`src/rtl/mips_debug_port_if.sv`:
```
// Host byte link, memory port and core-control signals of the MIPS32 debug port.
// The slave modport is the debug port itself; master is the host/core/memory side.
interface mips_debug_port_if #(
    parameter int ADDR_W = 10
);
    logic [7:0]        rx_data;
    logic              rx_valid;
    logic              rx_ready;
    logic [7:0]        tx_data;
    logic              tx_valid;
    logic              tx_ready;
    logic [ADDR_W-1:0] mem_addr;
    logic [31:0]       mem_wdata;
    logic              mem_we;
    logic              mem_re;
    logic [31:0]       mem_rdata;
    logic              cpu_hold;
    logic              cpu_start;
    logic              cpu_halted;

    modport slave (
        input  rx_data, rx_valid, tx_ready, mem_rdata, cpu_halted,
        output rx_ready, tx_data, tx_valid, mem_addr, mem_wdata, mem_we, mem_re,
               cpu_hold, cpu_start
    );

    modport master (
        output rx_data, rx_valid, tx_ready, mem_rdata, cpu_halted,
        input  rx_ready, tx_data, tx_valid, mem_addr, mem_wdata, mem_we, mem_re,
               cpu_hold, cpu_start
    );
endinterface

```
`src/rtl/mips_debug_port.sv`:
```
// Byte-serial debug/program-load responder: services W/R/G host commands against
// the core memory port, which it owns while the core is held.
module mips_debug_port #(
    parameter int ADDR_W = 10
) (
    input logic              clk1,
    input logic              rst,
    mips_debug_port_if.slave bus
);
    localparam logic [7:0] OP_W   = 8'h57;
    localparam logic [7:0] OP_R   = 8'h52;
    localparam logic [7:0] OP_G   = 8'h47;
    localparam logic [7:0] RSP_K  = 8'h4B;
    localparam logic [7:0] RSP_B  = 8'h42;
    localparam logic [7:0] RSP_UN = 8'h3F;

    typedef enum logic [2:0] {
        IDLE, ADDR_HI, ADDR_LO, DATA, MEM_WR, MEM_RD, RD_WAIT, RESP
    } state_t;

    state_t            state_q;
    logic [7:0]        op_q;
    logic              blocked_q;
    logic [1:0]        cnt_q;
    logic [7:0]        addrHi_q;
    logic [31:0]       wdataSh_q;
    logic [31:0]       respBuf_q;
    logic              rxReady_q;
    logic              txValid_q;
    logic [7:0]        txData_q;
    logic              memWe_q;
    logic              memRe_q;
    logic [ADDR_W-1:0] memAddr_q;
    logic [31:0]       memWdata_q;
    logic              cpuStart_q;
    logic              cpuHold_q;

    logic rxFire;
    logic txFire;

    assign rxFire = bus.rx_valid && rxReady_q;
    assign txFire = txValid_q && bus.tx_ready;

    assign bus.rx_ready  = rxReady_q;
    assign bus.tx_valid  = txValid_q;
    assign bus.tx_data   = txData_q;
    assign bus.mem_we    = memWe_q;
    assign bus.mem_re    = memRe_q;
    assign bus.mem_addr  = memAddr_q;
    assign bus.mem_wdata = memWdata_q;
    assign bus.cpu_start = cpuStart_q;
    assign bus.cpu_hold  = cpuHold_q;

    // Command FSM; the blocked flag latches "core running" at opcode time so a
    // halt arriving mid-payload does not turn a refused command into a real one.
    always_ff @(posedge clk1 or posedge rst) begin
        if (rst) begin
            state_q    <= IDLE;
            op_q       <= '0;
            blocked_q  <= 1'b0;
            cnt_q      <= '0;
            addrHi_q   <= '0;
            wdataSh_q  <= '0;
            respBuf_q  <= '0;
            rxReady_q  <= 1'b0;
            txValid_q  <= 1'b0;
            txData_q   <= '0;
            memWe_q    <= 1'b0;
            memRe_q    <= 1'b0;
            memAddr_q  <= '0;
            memWdata_q <= '0;
            cpuStart_q <= 1'b0;
            cpuHold_q  <= 1'b1;
        end else begin
            memWe_q    <= 1'b0;
            memRe_q    <= 1'b0;
            cpuStart_q <= 1'b0;
            if (bus.cpu_halted && !cpuHold_q)
                cpuHold_q <= 1'b1;

            case (state_q)
                IDLE: begin
                    rxReady_q <= 1'b1;
                    if (rxFire) begin
                        op_q      <= bus.rx_data;
                        blocked_q <= !cpuHold_q;
                        if (bus.rx_data == OP_W || bus.rx_data == OP_R) begin
                            state_q <= ADDR_HI;
                        end else if (bus.rx_data == OP_G) begin
                            // G reuses MEM_WR as the one-cycle gap before its reply
                            rxReady_q <= 1'b0;
                            state_q   <= MEM_WR;
                            if (cpuHold_q) begin
                                cpuStart_q <= 1'b1;
                                cpuHold_q  <= 1'b0;
                            end
                        end else begin
                            rxReady_q <= 1'b0;
                            txValid_q <= 1'b1;
                            txData_q  <= RSP_UN;
                            cnt_q     <= '0;
                            state_q   <= RESP;
                        end
                    end
                end
                ADDR_HI: begin
                    if (rxFire) begin
                        addrHi_q <= bus.rx_data;
                        state_q  <= ADDR_LO;
                    end
                end
                ADDR_LO: begin
                    if (rxFire) begin
                        memAddr_q <= ADDR_W'({addrHi_q, bus.rx_data});
                        if (op_q == OP_W) begin
                            cnt_q   <= '0;
                            state_q <= DATA;
                        end else begin
                            rxReady_q <= 1'b0;
                            memRe_q   <= !blocked_q;
                            state_q   <= MEM_RD;
                        end
                    end
                end
                DATA: begin
                    if (rxFire) begin
                        wdataSh_q <= {wdataSh_q[23:0], bus.rx_data};
                        cnt_q     <= cnt_q + 2'd1;
                        if (cnt_q == 2'd3) begin
                            rxReady_q <= 1'b0;
                            state_q   <= MEM_WR;
                            if (!blocked_q) begin
                                memWe_q    <= 1'b1;
                                memWdata_q <= {wdataSh_q[23:0], bus.rx_data};
                            end
                        end
                    end
                end
                MEM_WR: begin
                    txValid_q <= 1'b1;
                    txData_q  <= blocked_q ? RSP_B : RSP_K;
                    cnt_q     <= '0;
                    state_q   <= RESP;
                end
                MEM_RD: begin
                    state_q <= RD_WAIT;
                end
                RD_WAIT: begin
                    txValid_q <= 1'b1;
                    state_q   <= RESP;
                    if (blocked_q) begin
                        txData_q <= RSP_B;
                        cnt_q    <= '0;
                    end else begin
                        txData_q  <= bus.mem_rdata[31:24];
                        respBuf_q <= {bus.mem_rdata[23:0], 8'h00};
                        cnt_q     <= 2'd3;
                    end
                end
                RESP: begin
                    if (txFire) begin
                        if (cnt_q == 2'd0) begin
                            txValid_q <= 1'b0;
                            rxReady_q <= 1'b1;
                            state_q   <= IDLE;
                        end else begin
                            txData_q  <= respBuf_q[31:24];
                            respBuf_q <= {respBuf_q[23:0], 8'h00};
                            cnt_q     <= cnt_q - 2'd1;
                        end
                    end
                end
                default: state_q <= IDLE;
            endcase
        end
    end
endmodule

```
`src/flat_wrapper.sv`:
```
// flat-port wrapper written by rule: the top's interface ports become plain ports
module mips_debug_port_flat 
#(
    parameter int ADDR_W = 10
)
  (clk1, rst, bus_rx_data, bus_rx_valid, bus_tx_ready, bus_mem_rdata, bus_cpu_halted, bus_rx_ready, bus_tx_data, bus_tx_valid, bus_mem_addr, bus_mem_wdata, bus_mem_we, bus_mem_re, bus_cpu_hold, bus_cpu_start);
  mips_debug_port_if #(.ADDR_W(ADDR_W)) bus_i ();
  input logic clk1;
  input logic rst;
  input wire logic [$bits(bus_i.rx_data)-1:0] bus_rx_data;
  input wire logic [$bits(bus_i.rx_valid)-1:0] bus_rx_valid;
  input wire logic [$bits(bus_i.tx_ready)-1:0] bus_tx_ready;
  input wire logic [$bits(bus_i.mem_rdata)-1:0] bus_mem_rdata;
  input wire logic [$bits(bus_i.cpu_halted)-1:0] bus_cpu_halted;
  output wire logic [$bits(bus_i.rx_ready)-1:0] bus_rx_ready;
  output wire logic [$bits(bus_i.tx_data)-1:0] bus_tx_data;
  output wire logic [$bits(bus_i.tx_valid)-1:0] bus_tx_valid;
  output wire logic [$bits(bus_i.mem_addr)-1:0] bus_mem_addr;
  output wire logic [$bits(bus_i.mem_wdata)-1:0] bus_mem_wdata;
  output wire logic [$bits(bus_i.mem_we)-1:0] bus_mem_we;
  output wire logic [$bits(bus_i.mem_re)-1:0] bus_mem_re;
  output wire logic [$bits(bus_i.cpu_hold)-1:0] bus_cpu_hold;
  output wire logic [$bits(bus_i.cpu_start)-1:0] bus_cpu_start;
  assign bus_i.rx_data = bus_rx_data;
  assign bus_i.rx_valid = bus_rx_valid;
  assign bus_i.tx_ready = bus_tx_ready;
  assign bus_i.mem_rdata = bus_mem_rdata;
  assign bus_i.cpu_halted = bus_cpu_halted;
  assign bus_rx_ready = bus_i.rx_ready;
  assign bus_tx_data = bus_i.tx_data;
  assign bus_tx_valid = bus_i.tx_valid;
  assign bus_mem_addr = bus_i.mem_addr;
  assign bus_mem_wdata = bus_i.mem_wdata;
  assign bus_mem_we = bus_i.mem_we;
  assign bus_mem_re = bus_i.mem_re;
  assign bus_cpu_hold = bus_i.cpu_hold;
  assign bus_cpu_start = bus_i.cpu_start;
  mips_debug_port #(.ADDR_W(ADDR_W)) u_core (.clk1(clk1), .rst(rst), .bus(bus_i));
endmodule
```
`config.mk`:
```
export PLATFORM = sky130hd
export DESIGN_NAME = mips_debug_port_flat
export DESIGN_NICKNAME = d
export VERILOG_FILES = /design/src/rtl/mips_debug_port_if.sv /design/src/rtl/mips_debug_port.sv /design/src/flat_wrapper.sv
export SDC_FILE = /design/constraint.sdc
export NUM_CORES = 1
export LEC_CHECK = 0
export ABC_CLOCK_PERIOD_IN_PS = 5700
export CORE_UTILIZATION = 40
export CTS_CLUSTER_DIAMETER = 120
export DETAILED_ROUTE_END_ITERATION = 6
export GPL_ROUTABILITY_DRIVEN = 0
export GPL_TIMING_DRIVEN = 0
export PLACE_DENSITY = 0.76
export SLEW_MARGIN = 20
export SYNTH_ARGS = -nofsm -noshare
export SYNTH_HDL_FRONTEND = slang
export SYNTH_SLANG_ARGS = --single-unit
```
`constraint.sdc`:
```
create_clock -name clk1 -period 5.7 [get_ports clk1]
set_input_delay 1.14 -clock clk1 [delete_from_list [all_inputs] [get_ports clk1]]
set_output_delay 1.14 -clock clk1 [all_outputs]
set_load 0.05 [all_outputs]
```
==> impl_metrics.ini <==
[clock_tree]
clk_pin_slew_ns = 0.05
cts_buffer_depth = 2
cts.repair.resized = 0
cts_root_buf = clkbuf_16
post-cts-setup-buffers = 0
cts_made_buffers = 17
ctsHoldBuffers = 0
h-tree-depth = 4
cts_tree = yes
clk_latency_ns = 0.41
cts_num_sinks = 120

[finish]
final_cell_mix = dfrtp_1 (119), clkdlybuf4s50_1 (100), mux2_2 (86)
multi_input_area_sq_um = 1960
area_growth_pct = 36.1
seqCellArea_sq_um = 3000
antennaDiodeCount = 0
finalNonFillerCells = 712
fillCellCount = 1057
layout_commonest_cell = dfrtp_1
layout.nets = 573
drive_gt1_share_pct = 26.9

[routing]
dr.first_iter.drc_count = 212
dr.pass1.iters = 4
vias_per_cell = 5.18
drc = 0
ant_nets = 0
vias = 3686
wirelength_mm = 11.7
wire_per_inst_um = 16.4

[die]
core_region_area_sq_um = 12600
die_w_um = 115
pin_count = 101
rows = 41
die_area_sq_um = 13300
die_y_um = 115
initial_core_util_pct = 40.9

[power]
p_leak_uw = 0.00312
combPwrFrac_pct = 39.4
p_switching_uw = 1510
vdd_drop_max_mv = 0.307
pwr-share-seq_pct = 33.1
p_clk_share_pct = 27.6
p_sw_share_pct = 37.7
total_power_uw = 4010
powerDensity_nw_per_um2 = 573
p_int_uw = 2500

[synthesis]
synth_area_leaders = dfrtp_1 (58%), mux2_2 (19%), a21oi_1 (3.1%)
syn_area_sq_um = 5140
synth.distinct_cells = 47
syn_nets = 453
synth_flop_cell = dfrtp_1
synth-seq-cells = 120
yosys_warnings = 0
synth-edff-count = 0
ys_seq_area_share_pct = 58.4
yosys.area.top_type_share_pct = 57.9
synth.avg_cell_area_sq_um = 12.6
async_flop_share_pct = 100
synth_top_cell_by_area = dfrtp_1
synth_cells = 408

[placed_design]
port_buffers = 100
placed_cells = 681
dp_hpwl_mm = 7.97
pre_cts_ws_ns = 2.23

[global_route]
grt_pass1_wl_mm = 18.8
grt_pass1_vias = 3666
grtUsageTotal_pct = 18.8
grt_antenna_before_repair = 0
gr-total-overflow = 0
grt_max_degree = 87

[hold_path]
holdPathStages = 1
min_path_type = register to register

[timing]
rsz0062_at_grt = no
drv_slew = 0
clock.fmax_mhz = 333
finalClockSkew_ns = 0.00988
hold_viol = 0
setup_slack_ns = 2.70
period_minus_slack_ns = 3.00
setup_viol = 0
slew_headroom_pct = 63.5
worst_slew_pin_slew_ns = 0.543
period_share_pct = 52.7
setup-tns-final_ns = 0

[setup_path]
cp-end-kind = register
reg2reg_depth = 6
cp-start-kind = input port
arrival_ns = 3.29
cp_max_fo = 10
critPathRequiredTime_ns = 5.99
crit_type = input port to register

[outcome]
status = complete, no violations

[run]
maxCapViolCount = 0
==> cells in the mapped netlist, types with 2 or more instances <==
library cell  count
mux2i_1           8
dfrtp_1         119
nand2_2           2
nand4_1           5
mux2_2           86
o22ai_1           3
inv_1            13
xnor2_1           2
a21oi_1          32
o211ai_1          2
a21boi_0          2
buf_2            10
a32o_1            3
buf_4             7
o21ai_0          14
nor2_1           34
o41ai_1           2
nor2b_1           4
clkbuf_1          6
a31oi_1           5
nand3_1          11
nand2_1           9
nor3_1            5
==> power groups by stage <==
stage | combinational [uW] | sequential (uW) | clock (uW)
6_report | 1580 | 1330 | 1110
5_1_grt | 1700 | 1360 | 1170
4_1_cts | 1580 | 1330 | 1120
3_5_place_dp | 1570 | 1340 | 0
3_3_place_gp | 1530 | 1320 | 0
2_1_floorplan | 804 | 1630 | 0
==> routing by layer <==
metal	GRT usage [%]	up-vias	part of all wire [%]
met5	0	-	0
met4	7.97	0	1.5
met3	4.55	15	5.8
met2	29.3	139	47
met1	25.2	1835	46
li1	-	1697	-
==> layout make-up <==
type	instances	share of cell area [%]
Inverter	13	0.768
Clock buffer	18	6.27
Tap cell	172	3.07
Sequential cell	120	42.9
Buffer	24	1.84
Timing Repair Buffer	101	14.7
Multi-Input combinational cell	251	28.0
Clock inverter	13	2.45
==> cell families after synthesis <==
kind of cell / count (synthesis) / share of synthesized area [%]
flops: 120 / 58.4
mux: 95 / 20.6
simple gates: 84 / 8.90
compound gates: 70 / 8.32
buf+inv: 37 / 3.45
xor+xnor: 2 / 0.341
==> flip-flops by register name (all words and copies together) (netlist names), 2 cells and up <==
signal	flops
u_core.state_q	3
u_core.respBuf_q	24
u_core.wdataSh_q	24
u_core.bus.mem_wdata	32
u_core.bus.mem_addr	10
u_core.op_q	8
u_core.cnt_q	2
u_core.bus.tx_data	8
u_core.addrHi_q	2
==> path summary, 6_finish.rpt <==
path / from / endpoint / slack (ns)
worst max-delay path: bus_rx_valid / u_core.bus.mem_wdata[11]$_DFFE_PP0P_ / 2.70
max in group asynchronous: rst / u_core.bus.cpu_hold$_DFF_PP1_ / 3.86
worst min-delay path: u_core.op_q[7]$_DFFE_PP0P_ / u_core.op_q[7]$_DFFE_PP0P_ / 0.50
worst max register to register: u_core.bus.rx_ready$_DFFE_PP0P_ / u_core.bus.mem_wdata[11]$_DFFE_PP0P_ / 3.52
worst min register to register: u_core.op_q[7]$_DFFE_PP0P_ / u_core.op_q[7]$_DFFE_PP0P_ / 0.50
min in group asynchronous: rst / u_core.respBuf_q[10]$_DFFE_PP0P_ / 1.09
==> critical path, cell delays in order <==
cell             delay, ns
clkdlybuf4s50_1       0.53
nand2_1               0.18
nor3_4                0.38
and4b_1               0.25
buf_2                 0.20
buf_4                 0.23
mux2_2                0.36
==> through the flow <==
step	hold slack (ns)	utilization [%]	instance area [sq um]
after floorplan	0.471	-	5140
after global placement	0.484	50.6	6360
after detailed placement	0.489	50.9	6390
after CTS	0.504	55.7	7000
after global routing	0.515	55.7	7000
final	0.496	55.7	7000
(Power assumes the default switching activity.)
